File: src/rtl/mips_pipe_shifter.sv
// Pipelined SLL/SRL/SRA/ROR barrel shifter with valid/ready flow control and a sideband tag.
// One mux level per shamt bit; a register stage closes every REG_EVERY levels and after the last.
module mips_pipe_shifter #(
  parameter int unsigned WIDTH     = 32,
  parameter int unsigned REG_EVERY = 1,
  parameter int unsigned TAG_W     = 5,
  localparam int unsigned LEVELS   = $clog2(WIDTH),
  localparam int unsigned LAT      = (LEVELS + REG_EVERY - 1) / REG_EVERY
) (
  input  logic              clk,
  input  logic              rst,
  input  logic              in_valid,
  output logic              in_ready,
  input  logic [WIDTH-1:0]  in_data,
  input  logic [LEVELS-1:0] in_shamt,
  input  logic [1:0]        in_op,
  input  logic [TAG_W-1:0]  in_tag,
  output logic              out_valid,
  input  logic              out_ready,
  output logic [WIDTH-1:0]  out_data,
  output logic [TAG_W-1:0]  out_tag,
  output logic              out_zero
);

  typedef enum logic [1:0] {OpSll = 2'b00, OpSrl = 2'b01, OpSra = 2'b10, OpRor = 2'b11} op_e;

  // SRA fill comes from the sign captured at the input, never from intermediate data.
  function automatic logic [WIDTH-1:0] shift_level(input logic [WIDTH-1:0] d,
                                                   input logic [1:0]       op,
                                                   input logic             sign,
                                                   input int unsigned      amt);
    logic [WIDTH-1:0] res;
    logic [WIDTH-1:0] fill;
    fill = sign ? ~({WIDTH{1'b1}} >> amt) : '0;
    unique case (op_e'(op))
      OpSll:   res = d << amt;
      OpSrl:   res = d >> amt;
      OpSra:   res = (d >> amt) | fill;
      OpRor:   res = (d >> amt) | (d << (WIDTH - amt));
      default: res = d;
    endcase
    return res;
  endfunction

  logic advance;

  for (genvar s = 0; s < LAT; s++) begin : g_stage
    logic              src_valid;
    logic [WIDTH-1:0]  src_data;
    logic [LEVELS-1:0] src_shamt;
    logic [1:0]        src_op;
    logic              src_sign;
    logic [TAG_W-1:0]  src_tag;
    logic [WIDTH-1:0]  lvl_data;

    logic              valid_q;
    logic [WIDTH-1:0]  data_q;
    logic [LEVELS-1:0] shamt_q;
    logic [1:0]        op_q;
    logic              sign_q;
    logic [TAG_W-1:0]  tag_q;

    if (s == 0) begin : g_head
      // Loads only happen on advance, where in_ready is 1, so in_valid equals the accept.
      assign src_valid = in_valid;
      assign src_data  = in_data;
      assign src_shamt = in_shamt;
      assign src_op    = in_op;
      assign src_sign  = in_data[WIDTH-1];
      assign src_tag   = in_tag;
    end else begin : g_body
      assign src_valid = g_stage[s-1].valid_q;
      assign src_data  = g_stage[s-1].data_q;
      assign src_shamt = g_stage[s-1].shamt_q;
      assign src_op    = g_stage[s-1].op_q;
      assign src_sign  = g_stage[s-1].sign_q;
      assign src_tag   = g_stage[s-1].tag_q;
    end

    always_comb begin
      lvl_data = src_data;
      for (int unsigned l = 0; l < LEVELS; l++) begin
        if ((l / REG_EVERY) == s && src_shamt[l]) begin
          lvl_data = shift_level(lvl_data, src_op, src_sign, 32'd1 << l);
        end
      end
    end

    always_ff @(posedge clk) begin
      if (rst) begin
        valid_q <= 1'b0;
        data_q  <= '0;
        shamt_q <= '0;
        op_q    <= '0;
        sign_q  <= 1'b0;
        tag_q   <= '0;
      end else if (advance) begin
        valid_q <= src_valid;
        data_q  <= lvl_data;
        shamt_q <= src_shamt;
        op_q    <= src_op;
        sign_q  <= src_sign;
        tag_q   <= src_tag;
      end
    end
  end

  assign out_valid = g_stage[LAT-1].valid_q;
  assign out_data  = g_stage[LAT-1].data_q;
  assign out_tag   = g_stage[LAT-1].tag_q;
  assign out_zero  = ~|out_data;

  // Whole pipe moves together; a stalled output freezes every stage.
  assign advance  = ~out_valid | out_ready;
  assign in_ready = advance;

endmodule

File: config.mk
export PLATFORM = sky130hd
export DESIGN_NAME = mips_pipe_shifter
export DESIGN_NICKNAME = d
export VERILOG_FILES = /design/src/rtl/mips_pipe_shifter.sv
export SDC_FILE = /design/constraint.sdc
export NUM_CORES = 1
export LEC_CHECK = 0
export ABC_AREA = 1
export BUFFER_PORTS_ARGS = -buffer_cell sky130_fd_sc_hd__buf_2
export CORE_UTILIZATION = 45
export CTS_CLUSTER_DIAMETER = 30
export DETAILED_ROUTE_END_ITERATION = 6
export SYNTH_ARGS = -nofsm -noshare
export SYNTH_HDL_FRONTEND = slang
export SYNTH_SLANG_ARGS = --single-unit
File: constraint.sdc
create_clock -name clk -period 1.5 [get_ports clk]
set_clock_uncertainty 0.15 [all_clocks]
set_input_delay 0.15 -clock clk [delete_from_list [all_inputs] [get_ports clk]]
set_output_delay 0.15 -clock clk [all_outputs]
set_load 0.01 [all_outputs]
==> results of run 1 <==
-- layer usage --
layer / GRT usage / vias to the layer above / routed length (um)
li1: - / 5531 / -
met1: 0.336 / 4972 / 14300
met2: 0.384 / 267 / 14200
met3: 0.0394 / 62 / 1360
met4: 0.0934 / 0 / 859
met5: 0 / - / 0
-- logic make-up after synthesis --
kind of cell    after synthesis  synth area share
simple gates                349             0.136
buf+inv                     352             0.141
compound gates              681             0.326
flops                       212             0.397
-- worst max path at each step --
| stage | to | slack, ns | cells after the start | startpoint |
|---|---|---|---|---|
| 6_report | out_zero | -0.29 | 5 | out_data[11] |
| 5_1_grt | out_zero | -0.37 | 5 | out_data[11] |
| 3_3_place_gp | g_stage[3].data_q[26] | 0.1 | 5 | g_stage[2].op_q[0] |
| 2_1_floorplan | out_data[22] | 0.21 | 5 | out_valid |
| 4_1_cts | out_zero | -0.30 | 5 | out_data[11] |
| 3_5_place_dp | g_stage[1].shamt_q[2] | 0.08 | 5 | out_valid |
-- sequential cells by signal, summed over array words and instances, names as in the netlist --
signal,count
g_stage.data_q,128
out_data,32
g_stage.tag_q,20
g_stage.shamt_q,10
g_stage.op_q,8
out_tag,5
g_stage.sign_q,4
g_stage.valid_q,4
out_valid,1
-- placed cells by master, fill, tap and decap left out, types with 6 or more instances in the layout --
cell           Yosys  routed
nand2_1          143     142
dfxtp_1          212     205
or2_2             16      16
clkinv_4           0       6
a21oi_1          246     245
nand3_1           49      49
clkinv_2           0      11
dlygate4sd3_1      0      47
clkinvlp_4         0       9
buf_12             0      12
dfxtp_2            0       6
o21ai_0          351     349
o21ai_1           42      44
buf_4             12      33
nor2_1           128     126
clkbuf_16          0      55
inv_2             13      12
clkbuf_8           0       9
a31oi_1           31      31
inv_1            216     215
buf_2             58      86
a21oi_2           10      11
-- power breakdown --
part           switching [mW]  internal (mW)
logic                    1.05          0.741
clock network            3.46           7.33
registers               0.321           6.00
total                    4.84           14.1
-- synth_stat cells, drive strengths merged --
library cell / number
dfxtp: 212
nand2: 150
a31oi: 31
or2: 16
inv: 229
a21oi: 256
and2: 1
nor2: 129
o21ai: 393
buf: 78
nand3: 49
clkbuf: 44
o211ai: 1
nand4: 4
clkinv: 1
-- cell type report --
type | instances | share of cell area
timing repair buffer | 189 | 0.117
sequential | 212 | 0.307
tap | 319 | 0.0288
clock inverter | 32 | 0.0234
inverter | 230 | 0.0627
multi-input combinational | 1031 | 0.360
clock buffer | 60 | 0.101
-- stage by stage --
stage	utilization	area [sq um]	setup WS, ns
final	0.592	13900	-0.289
after global routing	0.592	13900	-0.374
after CTS	0.580	13600	-0.297
after detailed placement	0.485	11400	0.0831
after global placement	0.485	11400	0.0956
after floorplan	-	10700	0.210
-- worst min-delay path, delay by kind of cell --
family / cells / cell delay [ns]
AND/OR/NAND/NOR: 1 / 0.09
buffers and inverters: 4 / 0.30
AO/OA/AOI/OAI: 2 / 0.12
-- what timing repair did --
item | 4_1_cts | 5_1_grt
buffers inserted | 1 | 11
cloned | 0 | 5
resized for setup | 6 | 23
hold endpoints to repair | 78 | 2
pin swaps | 2 | 3
endpoints found under the setup margin | 2 | 17
hold buffers | 47 | 1
==> impl_metrics.py, run 1 <==
metrics = {
    "grt": {
        "vias_in_the_first_global_route": 9578,
        "maximum_number_of_pins_on_one_net_before_global_route_repair": 85,
        "groute.usage.overall": 0.245,
        "globalRouteOverflowTotal": 0,
        "grt_first_pass_wirelength_mm": 48.7,
        "initial_antenna_violation_count": 0,
    },
    "pwr": {
        "worst_ir_drop_vdd_uv": 731,
        "p_leak_nw": 5.74,
        "power_density_nw_per_um2": 1360,
        "power.total_mw": 18.9,
    },
    "outcome": {
        "failing_checks": "design-rule violations, negative setup slack",
        "status": "finished, violations left",
    },
    "timing": {
        "layout_setup_ws_ns": -0.289,
        "final_max_slew_viol_count": 0,
        "period_share": 1.19,
        "finalSetupViolCount": 2,
        "timing.final.crit_period_ns": 1.79,
        "final.setup.tns_ns": -0.341,
        "grt_setup_unrepaired": "yes",
        "hold_viol_final": 0,
        "maxSlewHeadroom": 0.719,
        "max_freq_mhz": 559,
        "worst-slew-pin-transition_ns": 0.421,
        "fin_worst_hold_slack_ns": 0.0410,
    },
    "clock_tree": {
        "clockBufferDepth": 3,
        "cts_num_sinks": 212,
        "numCtsBuffers": 50,
        "clkTransAtPathRegs_ns": 0.05,
        "insertion_delay_ns": 0.54,
        "cts_tree": "yes",
        "cts.htree.levels": 2,
        "clk_root_buffer_cell": "clkbuf_16",
    },
    "synthesis": {
        "synthesis.area_sq_um": 10700,
        "synth_largest_area_cell": "dfxtp_1",
        "synth.yosys.warnings": 0,
        "synthesized_netlist_net_count": 1642,
        "synth.yosys.seq_area_share": 0.397,
        "synth_seq_cells": 212,
        "syn-instance-count": 1594,
        "count_of_different_cell_masters_after_synthesis": 24,
        "post_synthesis_area_per_instance_sq_um": 6.71,
        "netlist_top_cells_area": "dfxtp_1 (40%), o21ai_0 (16%), a21oi_1 (12%)",
        "yosysTopAreaCellShare": 0.397,
    },
    "place": {
        "detailedPlacementHpwl_mm": 19.2,
        "routabilityCongestion": 0.860,
        "buffer_ports.inserted": 87,
        "placed_cells": 1916,
    },
    "setup_path": {
        "startpoint_of_the_lowest_slack_register_to_register_path": "out_valid",
        "r2r_slack_ns": 0.06,
        "path_class": "register to output port",
        "critPathCaptureType": "output port",
        "timing.critical_path.max_delay_family": "simple AND/OR/NAND/NOR gates",
        "slowest_stage": "dfxtp_2",
        "kind_of_launch_point_of_the_worst_setup_path": "register",
        "r2r_cells": 8,
        "cp_data_required_time_ns": 1.20,
        "worstReg2RegEnd": "g_stage[0].data_q[31]",
        "cp.buffers_inverters": 1,
        "timing.critical_path.cells": "nor2_2 -> nand4_1 -> nor2_1 -> and2_1 -> buf_2",
        "timing.critical_path.arrival_ns": 1.49,
        "critical_path.max_fanout": 2,
        "slowest_delay_ns": 0.32,
    },
    "die": {
        "row_count": 56,
        "core_sq_um": 23400,
        "io_pins": 88,
        "die-area_sq_um": 24400,
        "starting_density_of_the_core": 0.457,
        "die-height_um": 156,
        "die_w_um": 156,
    },
    "layout": {
        "n_fill_cell": 2247,
        "antennaDiodeCount": 0,
        "layout-area-overhead-vs-synth_pct": 29.5,
        "register_area_sq_um": 4260,
        "post_route_cells_drive_above_1_share": 0.167,
        "multi_input_gate_area_in_the_final_layout_sq_um": 4980,
        "final_nets": 1762,
        "post_route_insts_no_fill": 2073,
    },
    "routing": {
        "drt_first_pass_iters": 7,
        "totalWireLength_mm": 30.7,
        "detail_route.wl_per_cell_um": 14.8,
        "drt.antenna.violating_nets": 0,
        "post_drt_via_cell_ratio": 5.23,
        "initialDrtViolationCount": 851,
        "drcViolationCount": 1,
        "number_of_vias_in_the_routed_layout": 10800,
    },
    "min_path": {
        "worst_hold_path.endpoint": "g_stage[3].data_q[22]",
        "startpoint_of_the_most_critical_hold_path": "out_ready",
        "min_path_cells": 7,
        "hold_path_class": "input port to register",
    },
    "flow_run": {
        "drv.max_cap_violation_count": 0,
    },
}
Power figures use the tool's default switching activity.
==> inputs of run 2 (changes only) <==
Settings changed: CTS_BUF_LIST from default to sky130_fd_sc_hd__clkbuf_16.
==> run 2 against run 1 <==
The run still ends with design-rule violations, negative setup slack left. Fmax increased by 0.14%. Routed wire length is 0.40% higher. Worst setup slack better by 0.0026 ns. Global-route usage up 0.23 points. Non-clock buffer count shrank 1. First-iteration DRC count decreased by 3.4%. Sequential power hardly changed. Critical endpoint unchanged. Combinational power about the same. Via count fell by 0.30%. Die area unchanged. Largest power group unchanged. Register-to-register slack is essentially flat.
==> impl_metrics.py, run 2 (synthesis results as in run 1) <==
metrics = {
    "die": {
        "row_count": 56,
        "die-height_um": 156,
        "die_w_um": 156,
        "die-area_sq_um": 24400,
        "starting_density_of_the_core": 0.457,
        "io_pins": 88,
        "core_sq_um": 23400,
    },
    "clock_tree": {
        "insertion_delay_ns": 0.54,
        "clk_root_buffer_cell": "clkbuf_16",
        "numCtsBuffers": 50,
        "clockBufferDepth": 3,
        "clkTransAtPathRegs_ns": 0.05,
        "cts_num_sinks": 212,
        "cts_tree": "yes",
        "cts.htree.levels": 2,
    },
    "layout": {
        "register_area_sq_um": 4260,
        "n_fill_cell": 2280,
        "final_common_cell": "o21ai_0",
        "layout_common_cells": "o21ai_0 (350), a21oi_1 (246), inv_1 (215)",
        "post_route_cells_drive_above_1_share": 0.161,
        "layout-area-overhead-vs-synth_pct": 28.6,
        "final_nets": 1761,
        "multi_input_gate_area_in_the_final_layout_sq_um": 4980,
        "finalInstanceArea_sq_um": 13800,
        "antennaDiodeCount": 0,
        "largest_register_ffs": 128,
        "max_flop_register": "g_stage.data_q",
    },
    "pwr": {
        "power.total_mw": 18.4,
        "worst_ir_drop_vdd_uv": 718,
        "p_leak_nw": 5.69,
        "power_density_nw_per_um2": 1340,
    },
    "grt": {
        "maximum_number_of_pins_on_one_net_before_global_route_repair": 85,
        "groute.usage.overall": 0.247,
        "grt_first_pass_wirelength_mm": 49.2,
        "globalRouteOverflowTotal": 0,
        "vias_in_the_first_global_route": 9676,
        "initial_antenna_violation_count": 0,
    },
    "timing": {
        "timing.final.crit_period_ns": 1.79,
        "hold_viol_final": 0,
        "layout_setup_ws_ns": -0.286,
        "maxSlewHeadroom": 0.723,
        "final.setup.tns_ns": -1.69,
        "period_share": 1.19,
        "final_max_slew_viol_count": 0,
        "max_freq_mhz": 560,
        "finalSetupViolCount": 57,
        "fin_worst_hold_slack_ns": 0.199,
        "worst-slew-pin-transition_ns": 0.415,
        "grt_setup_unrepaired": "yes",
    },
    "routing": {
        "totalWireLength_mm": 30.8,
        "drt_first_pass_iters": 7,
        "post_drt_via_cell_ratio": 5.21,
        "drt.antenna.violating_nets": 0,
        "initialDrtViolationCount": 822,
        "number_of_vias_in_the_routed_layout": 10800,
        "drcViolationCount": 1,
        "detail_route.wl_per_cell_um": 14.9,
    },
    "setup_path": {
        "critical_path.max_fanout": 3,
        "path_class": "register to output port",
        "critPathCaptureType": "output port",
        "kind_of_launch_point_of_the_worst_setup_path": "register",
        "cp_data_required_time_ns": 1.20,
        "timing.critical_path.arrival_ns": 1.49,
    },
    "outcome": {
        "status": "finished, violations left",
        "failing_checks": "design-rule violations, negative setup slack",
    },
    "place": {
        "placement.setup.worst_slack_ns": 0.0831,
        "routabilityCongestion": 0.860,
        "dpl-instance-area_sq_um": 11400,
        "buffer_ports.inserted": 87,
        "detailedPlacementHpwl_mm": 19.2,
    },
    "flow_run": {
        "drv.max_cap_violation_count": 0,
    },
    "min_path": {
        "hold_path_class": "input port to register",
    },
}
[run 2: cell count changes in the layout (fill, tap and decap cells not counted), sizes merged]
cell,change
bufbuf,+1
clkbuf,-10
clkinv,+9
dlymetal6s4s,-1
[run 2: final cells by class]
cell class                      count  share of cell area
Multi-Input combinational cell   1031               0.362
Sequential cell                   212               0.309
Timing Repair Buffer              188               0.118
Clock buffer                       51              0.0928
Inverter                          230              0.0631
Tap cell                          319              0.0290
Clock inverter                     41              0.0260
[run 2: final timing paths]
path | startpoint | endpoint | slack (ns) | cells after the start
worst min register to register | g_stage[3].valid_q | out_valid | 0.30 | 2
worst min-delay path | rst | out_valid | 0.20 | 3
worst max-delay path | out_data[8] | out_zero | -0.29 | 5
worst max register to register | out_valid | g_stage[0].data_q[31] | 0.05 | 8
[run 2: routing by layer]
metal	GRT usage	wire, um	vias to the layer above
li1	-	-	5519
met1	0.340	14300	4959
met2	0.387	14200	267
met3	0.0400	1350	55
met4	0.0948	917	0
met5	0	0	-
[run 2: what timing repair did]
item,CTS,global route
buffers inserted,1,11
gates cloned,1,4
endpoints found under the setup margin,2,16
hold buffers,46,1
resized for setup,5,21
endpoints found under the hold margin,72,4
pin swaps,2,5
[run 2: through the flow]
step / utilization / std cells
2_1_floorplan: - / 1594
3_3_place_gp: 0.485 / 1916
3_5_place_dp: 0.485 / 1916
4_1_cts: 0.577 / 2056
5_1_grt: 0.588 / 2072
6_report: 0.588 / 2072
[run 2: worst max-delay path, stage by stage (launching register included)]
cell and delay (ns):
dfxtp_2 0.33, nor2_1 0.09, nand4_1 0.17, nor2_1 0.13, and2_1 0.11, buf_2 0.12
[run 2: where the power goes]
| part | internal (mW) | switching (mW) |
|---|---|---|
| Sequential | 6.00 | 0.323 |
| Clock | 6.86 | 3.43 |
| Combinational | 0.742 | 1.05 |
| Total | 13.6 | 4.80 |
==> inputs of run 3 (changes only) <==
Settings changed: PLACE_DENSITY from default to 0.64.
==> run 3 against run 2 <==
Utilization increased by 0.78 points. Cell area up 1.3%. Register-to-register slack worse by 0.08 ns. Combinational power rose by 2%. Largest cell class unchanged. Critical path depth unchanged. Power shrank 1.8%. The flow finishes with violations (negative setup slack). Critical endpoint unchanged. Via count grew 0.24%. First-iteration DRC count unchanged. Critical path type unchanged. Clock power is 4% lower. Global-route usage decreased by 0.85 points. Cell count up 0.14%.
==> impl_metrics.py, run 3 (synthesis results as in run 1) <==
metrics = {
    "setup_path": {
        "startpoint_of_the_lowest_slack_register_to_register_path": "out_valid",
        "r2r_slack_ns": -0.03,
        "r2r_cells": 7,
        "worstReg2RegEnd": "g_stage[1].valid_q",
        "cp_data_required_time_ns": 1.20,
        "critPathCaptureType": "output port",
        "kind_of_launch_point_of_the_worst_setup_path": "register",
        "critical_path.max_fanout": 3,
        "path_class": "register to output port",
        "timing.critical_path.arrival_ns": 1.45,
    },
    "routing": {
        "initialDrtViolationCount": 822,
        "drcViolationCount": 0,
        "totalWireLength_mm": 30.2,
        "number_of_vias_in_the_routed_layout": 10800,
        "detail_route.wl_per_cell_um": 14.6,
        "drt.antenna.violating_nets": 0,
        "post_drt_via_cell_ratio": 5.22,
        "drt_first_pass_iters": 5,
    },
    "timing": {
        "final_max_slew_viol_count": 0,
        "fin_worst_hold_slack_ns": 0.0602,
        "worst-slew-pin-transition_ns": 0.376,
        "grt_setup_unrepaired": "yes",
        "maxSlewHeadroom": 0.749,
        "finalSetupViolCount": 29,
        "period_share": 1.17,
        "final.setup.tns_ns": -0.530,
        "hold_viol_final": 0,
        "layout_setup_ws_ns": -0.255,
        "timing.final.crit_period_ns": 1.75,
        "max_freq_mhz": 570,
    },
    "min_path": {
        "worst_hold_path.endpoint": "out_data[13]",
        "min_path_cells": 6,
        "startpoint_of_the_most_critical_hold_path": "out_ready",
        "hold_path_class": "input port to register",
    },
    "layout": {
        "final_nets": 1765,
        "final_common_cell": "o21ai_0",
        "layout_common_cells": "o21ai_0 (342), a21oi_1 (245), inv_1 (225)",
        "post_route_insts_no_fill": 2075,
        "max_flop_register": "g_stage.data_q",
        "antennaDiodeCount": 0,
        "layout-area-overhead-vs-synth_pct": 30.3,
        "largest_register_ffs": 128,
        "finalInstanceArea_sq_um": 13900,
        "post_route_cells_drive_above_1_share": 0.166,
    },
    "die": {
        "io_pins": 88,
        "core_sq_um": 23400,
        "row_count": 56,
        "starting_density_of_the_core": 0.457,
        "die-height_um": 156,
        "die-area_sq_um": 24400,
        "die_w_um": 156,
    },
    "outcome": {
        "failing_checks": "negative setup slack",
        "status": "finished, violations left",
    },
    "place": {
        "routabilityCongestion": 0.843,
        "buffer_ports.inserted": 87,
        "dpl-instance-area_sq_um": 11500,
        "placed_cells": 1916,
        "detailedPlacementHpwl_mm": 18.5,
    },
    "flow_run": {
        "drv.max_cap_violation_count": 0,
    },
    "clock_tree": {
        "numCtsBuffers": 48,
        "clkTransAtPathRegs_ns": 0.04,
        "clockBufferDepth": 3,
        "cts_num_sinks": 212,
        "cts.htree.levels": 2,
        "insertion_delay_ns": 0.53,
        "clk_root_buffer_cell": "clkbuf_16",
        "cts_tree": "yes",
    },
    "pwr": {
        "worst_ir_drop_vdd_uv": 730,
        "power_density_nw_per_um2": 1300,
        "p_leak_nw": 5.81,
    },
    "grt": {
        "initial_antenna_violation_count": 0,
        "globalRouteOverflowTotal": 0,
        "grt_first_pass_wirelength_mm": 47.8,
        "maximum_number_of_pins_on_one_net_before_global_route_repair": 88,
        "vias_in_the_first_global_route": 9750,
        "groute.usage.overall": 0.239,
    },
}
-- run 3: cell types whose count changed in the layout (fill, tap and decap cells not counted), sizes merged --
| cell | change |
|---|---|
| clkinv | -7 |
| bufinv | +1 |
| clkinvlp | -4 |
| dlygate4sd3 | +1 |
| buf | +1 |
| clkbuf | +3 |
| inv | +8 |
-- run 3: per-stage QoR --
stage          power, mW  setup slack [ns]  utilization
3_3_place_gp        8.04            0.0672        0.490
3_5_place_dp        8.05            0.0668        0.490
5_1_grt             18.8            -0.311        0.595
4_1_cts             18.1            -0.258        0.581
6_report            18.1            -0.255        0.595
2_1_floorplan       7.49             0.210            -
-- run 3: worst max-delay path by stage --
stage / slack, ns / cells past startpoint / to / from
2_1_floorplan: 0.21 / 5 / out_data[22] / out_valid
3_5_place_dp: 0.07 / 5 / g_stage[2].data_q[24] / out_valid
5_1_grt: -0.31 / 5 / out_zero / out_data[18]
6_report: -0.25 / 5 / out_zero / out_data[5]
3_3_place_gp: 0.07 / 5 / g_stage[2].data_q[24] / out_valid
4_1_cts: -0.26 / 5 / out_zero / out_data[8]
-- run 3: routing by layer --
metal	part of all wire	vias up	GRT usage
met4	0.027	0	0.0859
met2	0.48	277	0.392
met3	0.046	59	0.0394
met5	0	-	0
met1	0.45	4947	0.314
li1	-	5543	-
-- run 3: report_power, final --
part	internal, mW	switching (mW)	leakage [nW]
Clock	6.79	3.13	0.801
Sequential	6.00	0.315	1.74
Combinational	0.769	1.06	3.26
-- run 3: final cells by class --
cell class,count,area [sq um]
Fill cell,2186,9470
Multi-Input combinational cell,1031,5020
Sequential cell,212,4260
Timing Repair Buffer,194,1810
Clock buffer,50,1250
Inverter,230,870
Tap cell,319,399
Clock inverter,39,318
-- run 3: worst max-delay path, cell delays in order (launching register included) --
cell and delay [ns]:
dfxtp_1 0.35, nor2_4 0.12, nand4_1 0.13, nor2_1 0.10, and2_1 0.11, buf_2 0.12
-- run 3: repair_timing --
action,CTS,global route
setup buffers,1,12
endpoints found under the hold margin,57,0
gates resized for setup,14,33
setup endpoints to repair,3,35
pin swaps,9,8
cloned,2,7
hold buffers,48,0
